==> src/rtl/seg_code_decoder.sv <==
// seg_code_decoder: receive side of the ALU seven-segment display code.
// Captures an 8-bit segment pattern (bit 7 = minus/dot, bits 6:0 = segments g..a).
// The pattern must hold for STABLE_CYCLES cycles before it is accepted. An accepted
// pattern is decoded to a signed 4-bit value and added to a saturating accumulator.
// Error and unknown codes are counted.
//
// Optional build macro: SEG_ACTIVE_LOW_EN inverts seg_in before capture and compare,
// for common-anode sources. Ports and timing are the same in both builds.
//
// Ports:
//   clk_2       in   system clock, rising edge
//   reset       in   asynchronous active-high reset
//   seg_in      in   [7:0] segment code under test
//   seg_strobe  in   sample request, honoured only when idle
//   clear       in   synchronous clear of acc/acc_ovf/err_count, aborts in-flight code
//   value       out  [3:0] last decoded signed value (held)
//   value_valid out  pulse: value updated from a legal numeric code
//   code_err    out  pulse: accepted code was 0x80
//   bad_code    out  pulse: accepted code not in decode table
//   acc         out  [ACC_W-1:0] saturating signed running sum
//   acc_ovf     out  sticky saturation flag
//   err_count   out  [CNT_W-1:0] saturating error event count
//   busy        out  FSM not idle
module seg_code_decoder #(
  parameter int unsigned STABLE_CYCLES = 4,
  parameter int unsigned ACC_W         = 8,
  parameter int unsigned CNT_W         = 4
) (
  input  logic             clk_2,
  input  logic             reset,
  input  logic [7:0]       seg_in,
  input  logic             seg_strobe,
  input  logic             clear,
  output logic [3:0]       value,
  output logic             value_valid,
  output logic             code_err,
  output logic             bad_code,
  output logic [ACC_W-1:0] acc,
  output logic             acc_ovf,
  output logic [CNT_W-1:0] err_count,
  output logic             busy
);

  localparam int unsigned CntW = (STABLE_CYCLES < 2) ? 1 : $clog2(STABLE_CYCLES + 1);
  localparam logic [CntW-1:0] CntOne = CntW'(1);
  // Count value from which one more matching cycle completes the stability window.
  localparam logic [CntW-1:0] StableLast = CntW'(STABLE_CYCLES - 1);
  localparam logic [ACC_W-1:0] AccMax = {1'b0, {(ACC_W - 1){1'b1}}};
  localparam logic [ACC_W-1:0] AccMin = {1'b1, {(ACC_W - 1){1'b0}}};

  typedef enum logic [1:0] {StIdle, StConfirm, StDecode} state_e;

  state_e           state_q, state_d;
  logic [7:0]       cap_q, cap_d;
  logic [CntW-1:0]  cnt_q, cnt_d;
  logic [3:0]       value_q;
  logic             valid_q, code_err_q, bad_code_q, ovf_q;
  logic [ACC_W-1:0] acc_q;
  logic [CNT_W-1:0] err_q;

  logic [7:0]       seg_eff;
  logic [3:0]       dec_val;
  logic             dec_num, dec_err;
  logic [ACC_W:0]   sum;
  logic             sum_ovf;
  logic [ACC_W-1:0] acc_sat;

`ifdef SEG_ACTIVE_LOW_EN
  assign seg_eff = ~seg_in;
`else
  assign seg_eff = seg_in;
`endif

  always_comb begin
    state_d = state_q;
    cap_d   = cap_q;
    cnt_d   = cnt_q;
    if (clear) begin
      state_d = StIdle;
    end else begin
      unique case (state_q)
        StIdle: begin
          if (seg_strobe) begin
            cap_d   = seg_eff;
            cnt_d   = CntOne;
            state_d = (STABLE_CYCLES <= 1) ? StDecode : StConfirm;
          end
        end
        StConfirm: begin
          if (seg_eff == cap_q) begin
            cnt_d = cnt_q + CntOne;
            if (cnt_q == StableLast) state_d = StDecode;
          end else begin
            // Input moved: restart the stability window on the new code.
            cap_d = seg_eff;
            cnt_d = CntOne;
          end
        end
        StDecode: state_d = StIdle;
        default:  state_d = StIdle;
      endcase
    end
  end

  always_comb begin
    dec_val = 4'h0;
    dec_num = 1'b1;
    dec_err = 1'b0;
    case (cap_q)
      8'h3F: dec_val = 4'h0;
      8'h06: dec_val = 4'h1;
      8'h5B: dec_val = 4'h2;
      8'h4F: dec_val = 4'h3;
      8'h86: dec_val = 4'hF;
      8'hDB: dec_val = 4'hE;
      8'hCF: dec_val = 4'hD;
      8'hE6: dec_val = 4'hC;
      8'h80: begin
        dec_num = 1'b0;
        dec_err = 1'b1;
      end
      default: dec_num = 1'b0;
    endcase
  end

  // One guard bit: overflow shows as disagreement between the top two sum bits.
  always_comb begin
    sum     = {acc_q[ACC_W-1], acc_q} + {{(ACC_W - 3){dec_val[3]}}, dec_val};
    sum_ovf = sum[ACC_W] ^ sum[ACC_W-1];
    acc_sat = sum_ovf ? (sum[ACC_W] ? AccMin : AccMax) : sum[ACC_W-1:0];
  end

  always_ff @(posedge clk_2 or posedge reset) begin
    if (reset) begin
      state_q    <= StIdle;
      cap_q      <= '0;
      cnt_q      <= '0;
      value_q    <= '0;
      valid_q    <= 1'b0;
      code_err_q <= 1'b0;
      bad_code_q <= 1'b0;
      acc_q      <= '0;
      ovf_q      <= 1'b0;
      err_q      <= '0;
    end else begin
      state_q    <= state_d;
      cap_q      <= cap_d;
      cnt_q      <= cnt_d;
      valid_q    <= 1'b0;
      code_err_q <= 1'b0;
      bad_code_q <= 1'b0;
      if (clear) begin
        acc_q <= '0;
        ovf_q <= 1'b0;
        err_q <= '0;
      end else if (state_q == StDecode) begin
        if (dec_num) begin
          value_q <= dec_val;
          valid_q <= 1'b1;
          acc_q   <= acc_sat;
          if (sum_ovf) ovf_q <= 1'b1;
        end else begin
          code_err_q <= dec_err;
          bad_code_q <= ~dec_err;
          if (err_q != {CNT_W{1'b1}}) err_q <= err_q + CNT_W'(1);
        end
      end
    end
  end

  assign value       = value_q;
  assign value_valid = valid_q;
  assign code_err    = code_err_q;
  assign bad_code    = bad_code_q;
  assign acc         = acc_q;
  assign acc_ovf     = ovf_q;
  assign err_count   = err_q;
  assign busy        = (state_q != StIdle);

endmodule

==> config.mk <==
export PLATFORM = sky130hd
export DESIGN_NAME = seg_code_decoder
export DESIGN_NICKNAME = d
export VERILOG_FILES = /design/src/rtl/seg_code_decoder.sv
export SDC_FILE = /design/constraint.sdc
export NUM_CORES = 1
export LEC_CHECK = 0
export ABC_AREA = 1
export BUFFER_PORTS_ARGS = -buffer_cell sky130_fd_sc_hd__buf_2
export CAP_MARGIN = 25
export CORE_MARGIN = 1
export CORE_UTILIZATION = 25
export DETAILED_ROUTE_END_ITERATION = 10
export HOLD_SLACK_MARGIN = 0.1
export PLACE_DENSITY = 0.44
export SLEW_MARGIN = 10
export SYNTH_ARGS = -nofsm -noshare
export SYNTH_HDL_FRONTEND = slang
export SYNTH_SLANG_ARGS = --single-unit
==> constraint.sdc <==
create_clock -name clk_2 -period 2.4 [get_ports clk_2]
set_input_delay 0.36 -clock clk_2 [delete_from_list [all_inputs] [get_ports clk_2]]
set_output_delay 0.36 -clock clk_2 [all_outputs]
set_load 0.02 [all_outputs]
### Word level (Yosys, flattened, before mapping)

Cells that the tools add are included.

| operators by class | value |
|---|---|
| $add $sub $neg | 3 |
| eq/ne operators | 20 |
| mux-type cells | 36 |
| bitwise operators | 3 |
| reduce and logical (&&, ||, !) cells | 15 |

Operator list:

| cell | number |
|---|---|
| two-way mux 8 bit | 7 |
| == test 8 bit (second input constant) | 5 |
| case mux 4 bit (7 select lines) | 1 |
| == test 8 x 7 -> 1 bit (second input constant) | 2 |
| two-way mux 4 bit | 4 |
| case mux 8 bit (2 select lines) | 1 |
| two-way mux 1 bit | 15 |
| AND reduction 3 bit | 5 |
| nonzero test 2 bit | 6 |
| adder 8 x 4 -> 9 bit | 1 |
| != test 3 bit (second input constant) | 3 |
| == test 8 x 3 -> 1 bit (second input constant) | 1 |
| == test 8 x 6 -> 1 bit (second input constant) | 1 |
| == test 8 bit | 1 |
| two-way mux 2 bit | 4 |
| OR reduction 8 bit | 1 |
| two-way mux 3 bit | 2 |
| != test 2 bit (second input constant) | 3 |
| case mux 3 bit (2 select lines) | 1 |
| adder 4 x 1 -> 4 bit (second input constant) | 1 |
| != test 4 bit (second input constant) | 1 |
| case mux 2 bit (2 select lines) | 1 |
| AND reduction 4 bit | 1 |
| adder 3 x 1 -> 3 bit (second input constant) | 1 |
| other kinds (7) | 8 |

| storage, ports and cells | value |
|---|---|
| register bits | 33 |
| input bits | 12 |
| output and inout bits | 21 |
| logic and storage cells | 87 |

### Longest topological paths before layout

Gate-level depths: netlist of the first run.

| depth | value |
|---|---|
| word-level depth | 8 |
| gate-level depth with buffers | 19 |
| mapped depth without buffers | 19 |

### Worst setup path before layout of the first run

No wires, ideal clock.

| timing | value |
|---|---|
| kind | register -> register |
| start | register cap_q[5] |
| end | register acc_q[1] (netlist: acc[1]) |
| library setup time | 66 ps |
| arrival time | 2334 ps |
| data required time | 2334 ps |
| setup slack | 0 ps |
| stages on the path, launching flop included | 20 |
| buffers on the path | 0 |
| period minus slack after synthesis | 2400 ps |
| cells stage by stage | dfrtp_1 inv_1 nand2_1 nor2_1 nand2_1 nand2_2 nor2_4 inv_1 ha_1 a21oi_2 nand2_1 nand2_1 nand2_1 nand2_1 nand2_1 nand2_1 inv_1 nor2_4 nand2_1 nand2_1 |

| on the way | value |
|---|---|
| cells in the longest elaborated chain, start to end | 8 |
| elaborated cells between the ends (all ways) | 20 |
| those cells by class | add/sub: 1; eq/ne: 8; mux: 7; bitwise: 1; reduce/logical: 3 |

RTL lines:

| item | RTL line | source |
|---|---|---|
| start, declared | 54 | `logic [7:0] cap_q, cap_d;` |
| start signal, assigned | 147 | `cap_q <= cap_d;` |
| == test 8 bit (tied with other cells) | 109 | `case (cap_q)` |
| case mux 4 bit (7 select lines) * | 109 |  |
| via dec_val[2] | 62 | `logic [3:0] dec_val;` |
| adder 8 x 4 -> 9 bit * | 128 | `sum = {acc_q[ACC_W-1], acc_q} + {{(ACC_W - 3){dec_val[3]}}, dec_val};` |
| two-way mux 8 bit / bitwise XOR 1 bit (equally long branches) | 130, 129 |  |
| two-way mux 8 bit * | 130 | `acc_sat = sum_ovf ? (sum[ACC_W] ? AccMin : AccMax) : sum[ACC_W-1:0];` |
| two-way mux 8 bit * | 157 | `if (dec_num) begin` |
| two-way mux 8 bit * | 156 | `end else if (state_q == StDecode) begin` |
| two-way mux 8 bit * | 152 | `if (clear) begin` |
| end signal, assigned | 160 | `acc_q <= acc_sat;` |
| end, declared | 58 | `logic [ACC_W-1:0] acc_q;` |

The timed path passes the listed nets; every way through them passes the cells marked *. The select of a mux whose other input is x is not followed.
A chain may end at the register's enable or synchronous reset.

### Final worst setup path of the first run

| timing | value |
|---|---|
| start | register cap_q[2] |
| end | register acc_q[6] (netlist: acc[6]) |

The elaborated chain is that of the path after synthesis.

==> results of run 1 <==
==> layout by cell type, fill, tap and decap left out, types with 8 or more instances in the layout <==
master / instances
nand2_1: 95
buf_4: 33
buf_2: 32
inv_1: 31
nand3_1: 31
dfrtp_1: 31
nor2_1: 19
nand2_2: 18
xnor2_1: 11
o21ai_0: 8
nand4_1: 8
==> worst max path at each step <==
stage | endpoint | slack [ns] | cells after the start
2_1_floorplan | acc[1] | 0.0003 | 19
6_report | acc[6] | 0.04 | 18
4_1_cts | acc[6] | 0.008 | 18
5_1_grt | acc[0] | -0.19 | 19
3_5_place_dp | acc[6] | -0.19 | 19
3_3_place_gp | acc[6] | -0.14 | 18
==> layer usage <==
| metal | vias to the layer above | share of wire (%) | track usage (%) |
|---|---|---|---|
| met1 | 885 | 47 | 16.12 |
| met4 | 0 | 1.6 | 4.672 |
| met3 | 7 | 3.5 | 2.951 |
| met5 | - | 0 | 0 |
| met2 | 35 | 48 | 21.25 |
| li1 | 1097 | - | - |
==> synthesized netlist by cell type <==
cell and count:
buf_4 2, a21oi_1 4, dfrtp_1 32, clkbuf_1 1, nand3b_1 1, nand2_2 5, inv_2 1, a21oi_4 1
nand3_4 1, o21ai_0 8, xor2_1 2, xnor2_1 11, nor2_1 22, nand3_1 31, nor2_4 3, fa_1 1
o21a_1 1, inv_1 35, nor3_1 3, o21ai_1 1, ha_1 11, nor2_2 4, nand2_4 1, nand4_1 8
a21oi_2 1, and2_1 1, nand2_1 110
==> state kept, by name, indices dropped and copies added (netlist names) <==
register and count:
value_valid 1, cnt_q 3, acc 8, value 3, err_count 4, bad_code 1, cap_q 8, acc_ovf 1
code_err 1, state_q 2
==> cells by family (layout without fill, tap and decap cells) <==
group | count (synthesis) | in the layout | synth area share (%)
buf+inv | 39 | 109 | 7.085
xor+xnor | 13 | 13 | 5.242
fa+ha+maj | 12 | 12 | 7.258
simple gates | 190 | 190 | 39.06
compound gates | 16 | 16 | 4.493
flops | 32 | 32 | 36.87
==> area by class of cell <==
type                       instances  area (um^2)
clock buffer                       6        72.57
multi-input combinational        231         1355
clock inverter                     1        5.005
sequential                        32        802.0
tap                              105        131.4
timing repair buffer              66        419.2
inverter                          36        140.1
fill                             883         5374
==> repair_timing <==
action,in CTS,in global routing
gates resized for setup,9,28
setup endpoints to repair,8,9
pin swaps,1,14
setup buffers,0,6
==> power by group through the flow <==
stage / Sequential [uW] / Combinational (uW) / Clock, uW
after floorplan: 744 / 449 / 0
after global placement: 724 / 767 / 0
after detailed placement: 726 / 760 / 0
after CTS: 717 / 773 / 420
after global routing: 740 / 941 / 436
final: 723 / 850 / 403
==> worst register-to-register path: stages (launching register included) <==
cell and delay [ns]:
dfrtp_1 0.41, nand2_2 0.10, nor2_2 0.06, nand2_2 0.09
nand2_4 0.08, nor2_4 0.15, clkinv_4 0.15, ha_4 0.29
nand2_2 0.06, nand2_2 0.07, a21oi_4 0.18, nand2_2 0.07
nand2_1 0.05, nand2_1 0.06, nand2_2 0.08, buf_4 0.14
nand3_1 0.09, nand2_2 0.07, nand2_1 0.05
==> metrics by stage <==
| step | utilization [%] | hold WS (ns) | power [uW] |
|---|---|---|---|
| floorplan | - | 0.4231 | 1193 |
| global placement | 31.99 | 0.4712 | 1492 |
| detailed placement | 31.99 | 0.4746 | 1486 |
| CTS | 33.56 | 0.1709 | 1910 |
| global route | 35.25 | 0.2091 | 2117 |
| finish | 35.25 | 0.1534 | 1976 |
==> impl_metrics.tcl, run 1 <==
set metrics [dict create \
    overflow 0 \
    crit_path_max_fanout 6 \
    ant_nets 0 \
    p_leak_uw 0.001594 \
    pwr-share-clk_pct 20.4 \
    die_h_um 95.21 \
    fin_crit_sh_pct 98.23 \
    cp-end-kind "flop" \
    fin_area_um2 2925 \
    p_per_area_nw_per_um2 675.5 \
    die_x_um 95.21 \
    tightest_slew_ns 0.4197 \
    avgRoutedWirePerCell_um 11.15 \
    combPwrFrac_pct 43.0 \
    die_area_um2 9065 \
    ctsHtreeMaxLevel 2 \
    r2r_slack_ns 0.04 \
    crit_path_max_incr_delay_ns 0.41 \
    rsz0062_at_grt "yes" \
    grt_pass1_wl_um 8859 \
    critical_path.slowest_cell "dfrtp_1" \
    drt-total-wl_um 5318 \
    post-route-drc-count 0 \
    cts_tree "done" \
    outcome "finished clean" \
    netlist_area_um2 2172 \
    cts-buffers-inserted 5 \
    ys_ff_latch 32 \
    crit_family "simple AND/OR/NAND/NOR gates" \
    path_class "flop to flop" \
    dp.cells 464 \
    ys_seq_area_share_pct 36.87 \
    synth_warnings 0 \
    area_growth_pct 34.68 \
    p_int_uw 1229 \
    via_count 2024 \
    synthDistinctLibCells 27 \
    viasPerCell 4.243 \
    synth.net_count 326 \
    drive_above_1_share_pct 31.99 \
    row_count 33 \
    track_usage_pct 12.81 \
    synth_top_area_share_pct 36.87 \
    root_buffer "clkbuf_8" \
    port_buffers 32 \
    drt_iter0_drc 52 \
    final_hold_viol_count 0 \
    cp_cell_sequence "nand2_2 -> nor2_2 -> nand2_2 -> nand2_4 -> nor2_4 -> clkinv_4 -> ha_4 -> nand2_2 -> nand2_2 -> a21oi_4 -> nand2_2 -> nand2_1 -> nand2_1 -> nand2_2 -> buf_4 -> nand3_1 -> nand2_2 -> nand2_1" \
    core_um2 8299 \
    r2r_start "cap_q[2]" \
    first_pass_iters 4 \
    cp-start-kind "flop" \
    r2r_cells 18 \
    netlist.top_cell.by_area "dfrtp_1" \
    finalSetupViolations 0 \
    irDropWorstVdd_v 0.0003261 \
    fmax_mhz 424.2 \
    reg2reg_to "acc[6]" \
    cts.sinks 32 \
    synthCells 302 \
    synth_area_leaders "dfrtp_1 37%, nand2_1 19%, nand3_1 7.1%" \
    avgSynthCellArea_um2 7.192 \
    clock_latency_ns 0.28 \
    initial_core_util_pct 26.17 \
    tns_ns 0 \
    setup_slack_ns 0.04240 \
    min_period_ns 2.358 \
    place_ws_ns -0.1928 \
    worst-endpoint-arrival_ns 2.53 \
    maxSlewHeadroom_pct 71.73 \
    switching_share_pct 37.79 \
    place_area_um2 2655 \
    skew_ns 0.004288 \
    critical_path_required_ns 2.58 \
    antenna_cells 0 \
    pwr-share-seq_pct 36.6 \
    nets 396 \
    grt_pass1_vias 1952 \
    antenna_found_initial 0 \
    maxCapViolCount 0 \
    slew_violations 0 \
    holdBufCountCts 0 \
    dp_hpwl_um 4045 \
    gp_congestion 0.7838 \
    crit_top_cell "nand2_2" \
    power_switching_uw 746.8 \
    startpoint "cap_q[2]" \
    cts_max_path_buffers 2 \
    pin_count 33 \
    fin_cells 477 \
    clk_pin_slew_ns 0.07 \
    critPathBufInv 2 \
    grt_max_degree 33 \
    holdCritPathClass "primary input to asynchronous set/reset pin" \
]
Note: power is estimated with default switching activity, not from simulation.
==> inputs of run 2 (changes only) <==
--- a/config.mk
+++ b/config.mk
@@ -12,7 +12,7 @@
 export CORE_UTILIZATION = 25
 export DETAILED_ROUTE_END_ITERATION = 10
 export HOLD_SLACK_MARGIN = 0.1
-export PLACE_DENSITY = 0.44
+export PLACE_DENSITY = 0.43
 export SLEW_MARGIN = 10
 export SYNTH_ARGS = -nofsm -noshare
 export SYNTH_HDL_FRONTEND = slang
==> constraint.sdc (replaced) <==
create_clock -name clk_2 -period 2.9 [get_ports clk_2]
set_input_delay 0.435 -clock clk_2 [delete_from_list [all_inputs] [get_ports clk_2]]
set_output_delay 0.435 -clock clk_2 [all_outputs]
set_load 0.02 [all_outputs]
==> run 2 against run 1 <==
Worst setup slack improved by 0.29 ns. Sequential share of layout area rose by 3.4 points. Clock skew rose by 0.0038 ns. Global-route usage rose by 0.21 points. Hold slack improved by 0.088 ns. Clock power fell by 19%. Sequential cell count did not move. First-iteration DRC count fell by 33%. Sequential power fell by 14%. Cell area fell by 11%. Die area did not move. Largest cell class unchanged.
==> impl_metrics.tcl, run 2 (synthesized netlist as in run 1, its figures left out) <==
set metrics [dict create \
    outcome "finished clean" \
    cts_max_path_buffers 2 \
    slew_violations 0 \
    p_per_area_nw_per_um2 558.5 \
    cp-end-kind "flop" \
    clk_pin_slew_ns 0.07 \
    die_area_um2 9065 \
    die_h_um 95.21 \
    holdBufCountCts 0 \
    cts.sinks 32 \
    worst-endpoint-arrival_ns 2.78 \
    rsz0062_at_grt "no" \
    irDropWorstVdd_v 0.0002857 \
    core_um2 8299 \
    antenna_cells 0 \
    pin_count 33 \
    ctsHtreeMaxLevel 2 \
    grt_max_degree 33 \
    fin_crit_sh_pct 88.48 \
    dp_hpwl_um 3979 \
    path_class "flop to flop" \
    grt_pass1_vias 1915 \
    maxSlewHeadroom_pct 59.92 \
    skew_ns 0.008127 \
    antenna_found_initial 0 \
    final_hold_viol_count 0 \
    cts-buffers-inserted 5 \
    cp-start-kind "flop" \
    min_period_ns 2.566 \
    p_leak_uw 0.001470 \
    critical_path_required_ns 3.12 \
    root_buffer "clkbuf_8" \
    via_count 1938 \
    port_buffers 32 \
    row_count 33 \
    crit_path_max_fanout 7 \
    final_common_cell "nand2_1" \
    tightest_slew_ns 0.6006 \
    drt_iter0_drc 35 \
    die_x_um 95.21 \
    fmax_mhz 389.7 \
    viasPerCell 4.307 \
    grt_pass1_wl_um 9177 \
    drive_above_1_share_pct 19.42 \
    track_usage_pct 13.01 \
    fill_cells 918 \
    area_growth_pct 19.47 \
    tns_ns 0 \
    maxCapViolCount 0 \
    first_pass_iters 4 \
    drt-total-wl_um 5116 \
    post-route-drc-count 0 \
    whs_ns 0.2416 \
    dp.cells 439 \
    cts_tree "done" \
    layout_common_cells "108 x nand2_1, 34 x inv_1, 32 x dfrtp_1, 32 x buf_2, 31 x nand3_1" \
    holdCritPathClass "primary input to asynchronous set/reset pin" \
    initial_core_util_pct 26.17 \
    clock_latency_ns 0.28 \
    ant_nets 0 \
    overflow 0 \
    fin_cells 450 \
    nets 369 \
    avgRoutedWirePerCell_um 11.37 \
    gp_congestion 0.7869 \
    finalSetupViolations 0 \
]
[run 2: cell types whose count changed in the layout (fill, tap and decap cells not counted), moves of 2 or more]
| cell | change |
|---|---|
| ha_1 | +4 |
| nand2_4 | -2 |
| inv_2 | -2 |
| nor2_2 | -2 |
| nand2_2 | -11 |
| inv_1 | +3 |
| nand2_1 | +13 |
| nor2_1 | +3 |
| ha_4 | -5 |
| buf_4 | -26 |
[run 2: worst paths after layout]
check / cells past startpoint / end / slack (ns) / from
worst min-delay path: 3 / cap_q[1] / 0.24 / reset
max in group asynchronous: 3 / acc[6] / 2.34 / reset
worst max register to register: 19 / acc[1] / 0.33 / cap_q[4]
worst min register to register: 2 / value[1] / 0.48 / value[1]
min in group clk_2: 2 / err_count[1] / 0.41 / clear
worst max-delay path: 19 / acc[1] / 0.33 / cap_q[4]
[run 2: final cells by class]
cell class                      instances  area, um^2  share of cell area, %
Clock buffer                            6       72.57                  2.797
Clock inverter                          1       5.005                 0.1929
Inverter                               36       135.1                  5.207
Multi-Input combinational cell        231        1237                  47.69
Sequential cell                        32       800.8                  30.86
Tap cell                              105       131.4                  5.063
Timing Repair Buffer                   39       212.7                  8.197
[run 2: where the power goes]
group	internal [uW]	switching [uW]	total, uW
combinational	197	306	502
sequential	523	97.5	620
clock	163	163	326
[run 2: per-layer routing]
layer | wire (um) | global-route usage [%] | up-vias
met1 | 2577 | 17.39 | 869
met3 | 165 | 3.190 | 2
met4 | 29 | 3.409 | 0
met2 | 2344 | 20.83 | 25
li1 | - | - | 1042
met5 | 0 | 0 | -
[run 2: critical path: stages (launching register included)]
cell and delay (ns):
dfrtp_1 0.42, inv_1 0.08, nand2_1 0.10, nor2_1 0.13, nand2_1 0.09, nand2_2 0.10, nor2_4 0.05, inv_2 0.13
ha_2 0.34, nand2_1 0.09, inv_1 0.07, a21oi_4 0.16, nand2_1 0.08, nand2_1 0.06, nand2_1 0.07, nand2_2 0.13
inv_1 0.09, nor2_4 0.16, nand2_1 0.08, nand2_1 0.06
[run 2: through the flow]
step / cell area [um^2] / power (uW) / util (%) / setup slack (ns)
6_report: 2595 / 1449 / 31.27 / 0.3341
5_1_grt: 2595 / 1589 / 31.27 / 0.005902
4_1_cts: 2545 / 1452 / 30.66 / 0.01915
3_5_place_dp: 2467 / 1110 / 29.73 / 0.04458
3_3_place_gp: 2467 / 1108 / 29.73 / 0.09665
2_1_floorplan: 2172 / 987.0 / - / 0.5003
[run 2: repair_timing]
action,4_1_cts,5_1_grt
setup endpoints to repair,0,8
setup buffers,0,4
resized for setup,0,5
